### src/rtl/decode_stage_pipe.sv
// Registered RV32I + custom-opcode decode stage between fetch and execute.
// A two-entry output/skid buffer holds decoded results, and load-use hazards insert a bubble.
module decode_stage_pipe #(
    parameter int XLEN      = 32,
    parameter int EN_CUSTOM = 1,
    parameter int CNT_W     = 16
) (
    input  logic             clk,
    input  logic             rst,
    input  logic             if_valid,
    output logic             if_ready,
    input  logic [31:0]      if_instr,
    input  logic [XLEN-1:0]  if_pc,
    input  logic             flush,
    input  logic             ex_ready,
    output logic             dec_valid,
    output logic [XLEN-1:0]  dec_pc,
    output logic [31:0]      dec_instr,
    output logic [4:0]       dec_rd,
    output logic [4:0]       dec_rs1,
    output logic [4:0]       dec_rs2,
    output logic             dec_write_en,
    output logic             dec_rd_en,
    output logic             dec_wrt_en,
    output logic             dec_jalr,
    output logic             dec_lui,
    output logic             dec_auipc,
    output logic [3:0]       dec_alu_op,
    output logic [3:0]       dec_bj_inst,
    output logic [1:0]       dec_wb_sel,
    output logic [1:0]       dec_type_sel,
    output logic [1:0]       dec_width,
    output logic [7:0]       dec_custom,
    output logic             dec_illegal,
    output logic [CNT_W-1:0] stall_cnt
);

    typedef struct packed {
        logic [XLEN-1:0] pc;
        logic [31:0]     instr;
        logic [4:0]      rd;
        logic [4:0]      rs1;
        logic [4:0]      rs2;
        logic            write_en;
        logic            rd_en;
        logic            wrt_en;
        logic            jalr;
        logic            lui;
        logic            auipc;
        logic [3:0]      alu_op;
        logic [3:0]      bj_inst;
        logic [1:0]      wb_sel;
        logic [1:0]      type_sel;
        logic [1:0]      width;
        logic [7:0]      custom;
        logic            illegal;
        logic            is_ld;
    } dec_t;

    logic [6:0] w_op;
    logic [2:0] w_f3;
    logic w_r, w_i, w_ld, w_st, w_br, w_jal, w_jalr, w_lui, w_auipc;
    logic w_c_rand, w_c_ppu, w_c_sac, w_c_uad, w_c_snd, w_c_rsi, w_c_rdi, w_c_rti;
    logic w_en_custom, w_use_rs1, w_use_rs2, w_hazard, w_accept, w_out_free;
    dec_t w_dec;

    dec_t             r_out;
    dec_t             r_skid;
    logic             r_out_valid;
    logic             r_skid_valid;
    logic [CNT_W-1:0] r_stall_cnt;

    assign w_op        = if_instr[6:0];
    assign w_f3        = if_instr[14:12];
    assign w_en_custom = (EN_CUSTOM != 0);

    assign w_r     = (w_op == 7'b0110011);
    assign w_i     = (w_op == 7'b0010011);
    assign w_ld    = (w_op == 7'b0000011);
    assign w_st    = (w_op == 7'b0100011);
    assign w_br    = (w_op == 7'b1100011);
    assign w_jal   = (w_op == 7'b1101111);
    assign w_jalr  = (w_op == 7'b1100111);
    assign w_lui   = (w_op == 7'b0110111);
    assign w_auipc = (w_op == 7'b0010111);

    // Custom opcodes vanish entirely when disabled, so they fall through as illegal.
    assign w_c_rand = w_en_custom && (w_op == 7'b0101010);
    assign w_c_ppu  = w_en_custom && (w_op == 7'b0101000);
    assign w_c_sac  = w_en_custom && (w_op == 7'b0101001);
    assign w_c_uad  = w_en_custom && (w_op == 7'b0101011);
    assign w_c_snd  = w_en_custom && (w_op == 7'b0001011);
    assign w_c_rsi  = w_en_custom && (w_op == 7'b0001001);
    assign w_c_rdi  = w_en_custom && (w_op == 7'b0001010);
    assign w_c_rti  = w_en_custom && (w_op == 7'b0001000);

    always_comb begin
        w_dec          = '0;
        w_dec.pc       = if_pc;
        w_dec.instr    = if_instr;
        w_dec.rd       = if_instr[11:7];
        w_dec.rs1      = if_instr[19:15];
        w_dec.rs2      = if_instr[24:20];
        w_dec.write_en = w_r | w_i | w_ld | w_jal | w_jalr | w_lui | w_auipc | w_c_rand | w_c_rdi;
        w_dec.rd_en    = w_ld;
        w_dec.wrt_en   = w_st;
        w_dec.jalr     = w_jalr;
        w_dec.lui      = w_lui;
        w_dec.auipc    = w_auipc;
        w_dec.alu_op   = w_r ? {if_instr[30], w_f3} : {1'b0, w_f3};
        if (w_jal || w_jalr)
            w_dec.bj_inst = 4'b1011;
        else if (w_br)
            w_dec.bj_inst = {1'b1, w_f3};
        if ((w_ld && (w_f3 == 3'b000 || w_f3 == 3'b100)) || (w_st && w_f3 == 3'b000))
            w_dec.width = 2'd1;
        else if ((w_ld && (w_f3 == 3'b001 || w_f3 == 3'b101)) || (w_st && w_f3 == 3'b001))
            w_dec.width = 2'd2;
        if (w_c_sac)
            w_dec.wb_sel = 2'd0;
        else if (w_jal || w_jalr)
            w_dec.wb_sel = 2'd1;
        else if (w_ld || w_c_rand || w_c_rdi)
            w_dec.wb_sel = 2'd2;
        else
            w_dec.wb_sel = 2'd3;
        if (w_lui || w_auipc)
            w_dec.type_sel = 2'd2;
        else if (w_jal)
            w_dec.type_sel = 2'd3;
        else if (w_br)
            w_dec.type_sel = 2'd1;
        w_dec.custom  = {w_c_rand, w_c_ppu, w_c_rti, w_c_rsi, w_c_sac, w_c_snd, w_c_uad, w_c_rdi};
        w_dec.illegal = !(w_r | w_i | w_ld | w_st | w_br | w_jal | w_jalr | w_lui | w_auipc |
                          (|w_dec.custom));
        w_dec.is_ld   = w_ld;
    end

    // Only the output slot needs checking: a full skid already blocks intake.
    assign w_use_rs1 = w_r | w_i | w_ld | w_st | w_br | w_jalr | w_c_ppu | w_c_sac | w_c_snd | w_c_rsi;
    assign w_use_rs2 = w_r | w_st | w_br;
    assign w_hazard  = r_out_valid && r_out.is_ld && (r_out.rd != 5'd0) && if_valid &&
                       ((w_use_rs1 && (w_dec.rs1 == r_out.rd)) || (w_use_rs2 && (w_dec.rs2 == r_out.rd)));

    // Handshake: a word moves in when if_valid && if_ready and out when dec_valid && ex_ready.
    assign if_ready   = !rst && !r_skid_valid && !w_hazard;
    assign w_accept   = if_valid && if_ready;
    assign w_out_free = !r_out_valid || ex_ready;

    always_ff @(posedge clk) begin
        if (rst) begin
            r_out        <= '0;
            r_skid       <= '0;
            r_out_valid  <= 1'b0;
            r_skid_valid <= 1'b0;
            r_stall_cnt  <= '0;
        end else begin
            if (w_hazard && (r_stall_cnt != {CNT_W{1'b1}}))
                r_stall_cnt <= r_stall_cnt + CNT_W'(1);
            if (flush) begin
                r_out_valid  <= 1'b0;
                r_skid_valid <= 1'b0;
            end else if (w_out_free) begin
                if (r_skid_valid) begin
                    r_out        <= r_skid;
                    r_out_valid  <= 1'b1;
                    r_skid_valid <= 1'b0;
                end else if (w_accept) begin
                    r_out       <= w_dec;
                    r_out_valid <= 1'b1;
                end else begin
                    r_out_valid <= 1'b0;
                end
            end else if (w_accept) begin
                r_skid       <= w_dec;
                r_skid_valid <= 1'b1;
            end
        end
    end

    assign dec_valid    = r_out_valid;
    assign dec_pc       = r_out.pc;
    assign dec_instr    = r_out.instr;
    assign dec_rd       = r_out.rd;
    assign dec_rs1      = r_out.rs1;
    assign dec_rs2      = r_out.rs2;
    assign dec_write_en = r_out.write_en;
    assign dec_rd_en    = r_out.rd_en;
    assign dec_wrt_en   = r_out.wrt_en;
    assign dec_jalr     = r_out.jalr;
    assign dec_lui      = r_out.lui;
    assign dec_auipc    = r_out.auipc;
    assign dec_alu_op   = r_out.alu_op;
    assign dec_bj_inst  = r_out.bj_inst;
    assign dec_wb_sel   = r_out.wb_sel;
    assign dec_type_sel = r_out.type_sel;
    assign dec_width    = r_out.width;
    assign dec_custom   = r_out.custom;
    assign dec_illegal  = r_out.illegal;
    assign stall_cnt    = r_stall_cnt;

endmodule

### config.mk
export PLATFORM = sky130hd
export DESIGN_NAME = decode_stage_pipe
export DESIGN_NICKNAME = d
export VERILOG_FILES = /design/src/rtl/decode_stage_pipe.sv
export SDC_FILE = /design/constraint.sdc
export NUM_CORES = 1
export LEC_CHECK = 0
export BUFFER_PORTS_ARGS = -buffer_cell sky130_fd_sc_hd__buf_4
export CAP_MARGIN = 40
export CORE_ASPECT_RATIO = 0.8
export CORE_MARGIN = 3
export CORE_UTILIZATION = 54
export CTS_CLUSTER_DIAMETER = 120
export DETAILED_ROUTE_END_ITERATION = 16
export HOLD_SLACK_MARGIN = 0.03
export PLACE_DENSITY = 0.8
export SYNTH_ARGS = -nofsm -noshare
export SYNTH_HDL_FRONTEND = slang
export SYNTH_SLANG_ARGS = --single-unit
### constraint.sdc
create_clock -name clk -period 2.6 [get_ports clk]
set_input_delay 0.26 -clock clk [delete_from_list [all_inputs] [get_ports clk]]
set_output_delay 0.26 -clock clk [all_outputs]
set_load 0.03 [all_outputs]
# Word-level counts from Yosys, hierarchy flattened
# Index checks and enable logic that the tools add are counted.
# word_totals
regBits	235
out_inout_bits	126
inputBits	69
# classes
n_bitwise	24
add_sub_neg	1
reduce_logical	37
n_mux	15
eq_ne	23
# op_table
operator	count
$mux W109	2
$eq A7 B6 Y1 const B	7
$eq A7 B4 Y1 const B	4
$or A1 B1 Y1	22
$eq A7 B7 Y1 const B	3
$add A16 B1 Y16 const B	1
$ne A16 B16 Y1 const B	1
$eq A7 B5 Y1 const B	2
$logic_and A1 B1 Y1	14
$mux W2	6
$mux W4	3
$eq A5 B5 Y1	2
$logic_or A1 B1 Y1	10
$reduce_or A8 Y1	1
$eq A7 B2 Y1 const B	1
$eq A3 B3 Y1 const B	2
$reduce_and A3 Y1	2
$logic_not A1 Y1	5
$reduce_bool A5 Y1	1
$mux W1	4
$eq A3 B1 Y1 const B	1
$logic_not A3 Y1	1
$reduce_or A3 Y1	1
$not A1 Y1	2
other kinds (2)	2

# Logic depth before layout (Yosys ltp)
# logic_depth
word_depth	18
depth_mapped	10
ltp_nobuf	7

# Worst setup path after synthesis
# No wires, ideal clock.
# synth_path
kind	register to register
startpoint	register, netlist name dec_instr[8]
endpoint	register r_out, in the netlist dec_instr[4]
arrival_time_ns	2.357
path_buffers	3
setup_ns	0.122
path_stages_with_launch	10
slack_ns	0.121
cell_sequence	dfxtp_1 or4_1 o2111a_1 buf_2 o21ai_2 nand2_1 and3_4 buf_6 buf_6 a221o_1
# synth_rtl
item	line	rtl
end signal: assignment	165	r_out <= r_skid;
end signal: assignment	169	r_out <= w_dec;
end: declaration	67	dec_t r_out;

==> results.json <==
{
  "timing.hold.worst_path_depth": 2,
  "design.core.area_mm2": 0.01541,
  "antenna_found_initial": 0,
  "power_per_cell_area_mw_per_mm2": 612.3,
  "synth_simple_gate_area_share_pct": 19.17,
  "tritoncts": "done",
  "drt-initial-drc-count": 851,
  "cp.arrival_ps": 2270,
  "num_io_pins": 195,
  "drt-wirelength-per-cell_um": 17.97,
  "globalplace.congestion": 0.8858,
  "share_of_layout_cells_above_drive_strength_1_pct": 23.35,
  "met1_usage_pct": 39.15,
  "dr_total_vias": 8426,
  "worst_hold_path.endpoint": "stall_cnt[14]$_SDFFE_PP0P_",
  "syn-num-nets": 1104,
  "maxCapViolCount": 0,
  "final_min_period_over_clock_period_pct": 97.19,
  "syn-cell-area_mm2": 0.008746,
  "initial_utilization_pct": 56.74,
  "path_class": "reg2out",
  "timing.critical_path.max_delay_family": "simple AND/OR/NAND/NOR gates",
  "grt_pass1_wl_mm": 39.23,
  "route.detailed.vias_per_inst": 6.053,
  "synth_async_sr_flop_share_pct": 0,
  "layout_min_cycle_time_ps": 2527,
  "max_stage_delay_ps": 560,
  "grt_setup_unrepaired": "no",
  "timing.rr.end": "r_skid[85]$_SDFFE_PP0P_",
  "post-dp-hpwl_mm": 15.86,
  "cp.buffers_inverters": 2,
  "critPathCaptureType": "primary output",
  "final_non_filler_cells": 1392,
  "hold_start": "rst",
  "rows": 40,
  "fmaxAchievable_mhz": 395.7,
  "area_delta_synth_final_pct": 25.06,
  "via_count_of_the_first_global_routing_pass": 7543,
  "place_worst_setup_slack_ps": -23.80,
  "synth_fa_ha_area_share_pct": 0.1431,
  "final_core_util_pct": 70.96,
  "ctsHoldBuffers": 0,
  "die_h_um": 119.8,
  "synth_xor_xnor_area_share_pct": 1.302,
  "cts_made_buffers": 17,
  "synth.ff_latch_count": 198,
  "place.port_buffers": 194,
  "grt_use_met3_pct": 5.285,
  "worst-endpoint-required_ps": 2340,
  "worst_path_max_delay_cell": "sky130_fd_sc_hd__or4_4",
  "final_antenna_net_count": 0,
  "synth_enable_flop_cells": 0,
  "final_common_cell": "sky130_fd_sc_hd__buf_4",
  "clock-sinks": 198,
  "r2r.worst_path.cells": 8,
  "ys.warnings.count": 0,
  "final_cell_mix": "213 x sky130_fd_sc_hd__buf_4, 196 x sky130_fd_sc_hd__dfxtp_1, 177 x sky130_fd_sc_hd__nand2_1",
  "synth_seq_area_share_pct": 45.32,
  "ir_drop_mv": 0.4541,
  "routed_wirelength_mm": 25.01,
  "grt.overflow.total": 0,
  "worstSkewPairLatency_ps": 430,
  "synth.area.mux_share_pct": 1.187,
  "area_of_the_die_mm2": 0.01777,
  "setup.worst_path.start": "dec_instr[8]$_SDFFE_PP0P_",
  "setup.worst_path.start_class": "register",
  "placed_cell_area_mm2": 0.01030,
  "nNetsFinal": 1241,
  "finish.instance_area_mm2": 0.01094,
  "worst-path-max-fanout": 9,
  "worst_setup_hold_path_clk_slew_ps": 70,
  "slew_headroom_pct": 44.06,
  "status": "completed",
  "grt_util_met2_pct": 40.63,
  "timing.critical_path.cells": "or4_4, o2111a_1, buf_6, o21ai_4, and3_4, buf_4",
  "grt_start_max_net_pins": 182,
  "level_count_of_the_clock_h_tree": 4,
  "total_setup_violations_reported_at_the_end_of_the_flow": 0,
  "regToRegStartpoint": "dec_instr[8]$_SDFFE_PP0P_",
  "global_route.peak_usage_layer": "met2",
  "fin_setup_tns_ps": 0,
  "power_leakage_uw": 0.004209,
  "finalHoldViolations": 0,
  "finClkSkew_ps": 21.96,
  "firstDrtPassIters": 5,
  "cts_buffer_depth": 2,
  "timing.final.max_slew_violations": 0,
  "synth_top_family_by_area": "compound AO/OA/AOI/OAI gates",
  "setup_ws_ps": 73.00,
  "drt_drc_violations_left": 0,
  "reg2reg_slack_ps": 170,
  "gr-usage-all-layers_pct": 26.74,
  "dominantRegCellSynth": "sky130_fd_sc_hd__dfxtp_1",
  "synthCells": 1034,
  "synth_area_per_inst_um2": 8.458,
  "dp.cells": 1360,
  "synth_compound_gate_area_share_pct": 26.54,
  "worst_slew_pin_slew_ps": 839.1,
  "hp-class": "in2reg",
  "synth.distinct_cells": 59,
  "num_antenna_cells": 0,
  "clockRootBuffer": "sky130_fd_sc_hd__clkbuf_16",
  "die-width_um": 148.3
}
==> how the worst max path moves through the flow <==
stage / to / slack [ps] / cells after the start
finish: if_ready / 70 / 6
global route: if_ready / 20 / 6
CTS: if_ready / 9 / 6
detailed placement: dec_alu_op[3]$_SDFFE_PP0P_ / -20 / 7
global placement: stall_cnt[12]$_SDFFE_PP0P_ / 100 / 8
floorplan: dec_instr[4]$_SDFFE_PP0P_ / 120 / 9
==> cells in the mapped netlist (all sizes together), types with 3 or more instances <==
cell / n / area, um^2
a211oi: 9 / 67.56
a21oi: 95 / 479.2
a221o: 71 / 710.7
a22oi: 75 / 563.0
a32oi: 5 / 43.79
and3: 10 / 67.56
buf: 47 / 306.5
clkbuf: 61 / 229.0
dfxtp: 198 / 3964
inv: 5 / 18.77
mux2: 3 / 33.78
mux2i: 7 / 70.07
nand2: 177 / 664.4
nand2b: 6 / 37.54
nand3: 24 / 120.1
nand4: 9 / 56.30
nor2: 103 / 386.6
nor2b: 7 / 43.79
nor3: 13 / 70.07
nor4: 4 / 25.02
o2111ai: 3 / 26.28
o21a: 4 / 30.03
o21ai: 24 / 123.9
o2bb2ai: 10 / 87.58
o31ai: 8 / 60.06
or2: 6 / 37.54
or3: 8 / 50.05
or4: 4 / 30.03
xnor2: 7 / 61.31
xor2: 6 / 52.55
==> report_power, final <==
part           internal (uW)  leakage, uW  total [uW]  switching [uW]
Clock                   1580     0.000296        2680            1100
Sequential              3120      0.00161        3180            61.3
Combinational            320      0.00231         837             517
Total                   5020      0.00421        6700            1680
==> worst reg2reg max path, delay by kind of cell, from the launching register on <==
family	cells	cell delay, ps
simple gates	3	940
compound gates	3	630
flops	1	350
buf+inv	2	430
==> sequential cells by signal, summed over array words and instances, names as in the netlist <==
register and cells:
dec_rd_en 1, dec_width 2, dec_lui 1, dec_wb_sel 2, stall_cnt 16, r_skid_valid 1, dec_wrt_en 1, dec_alu_op 1
dec_pc 32, dec_instr 32, dec_type_sel 2, dec_jalr 1, dec_auipc 1, dec_illegal 1, dec_write_en 1, dec_valid 1
dec_custom 8, dec_bj_inst 4, r_skid 90
==> final cells by class <==
cell class	instances	area (um^2)
clock buffer	22	474.2
clock inverter	8	122.6
fill	1242	4477
inverter	5	18.77
multi-input combinational	724	4287
sequential	198	3966
tap	210	262.8
timing repair buffer	225	1807
==> per-stage QoR <==
step | hold slack [ps] | total power (uW)
final | 54.85 | 6697
after global routing | 42.32 | 6916
after floorplan | 332.8 | 3735
after global placement | 441.6 | 4055
after CTS | 43.91 | 6725
after detailed placement | 445.9 | 4066
==> metal layers <==
metal	share of wire, %	routed length (um)
met5	0	0
met4	1.3	319
met3	8.2	2055
met2	44	11100
met1	46	11530
==> cell families after synthesis <==
logic type / after synthesis
AOI/OAI and AO/OA: 318
adders and majority gates: 1
DFF: 198
muxes: 10
and+or+nand+nor: 381
xor gates and xnor gates: 13
buffers and inverters: 113
==> what timing repair did <==
action | 4_1_cts | 5_1_grt
setup buffers | 0 | 0
setup endpoints to repair | 1 | 60
gates cloned | 0 | 1
pin swaps | 0 | 1
hold endpoints to repair | 0 | 0
resized for setup | 5 | 4
(Power assumes the default switching activity.)
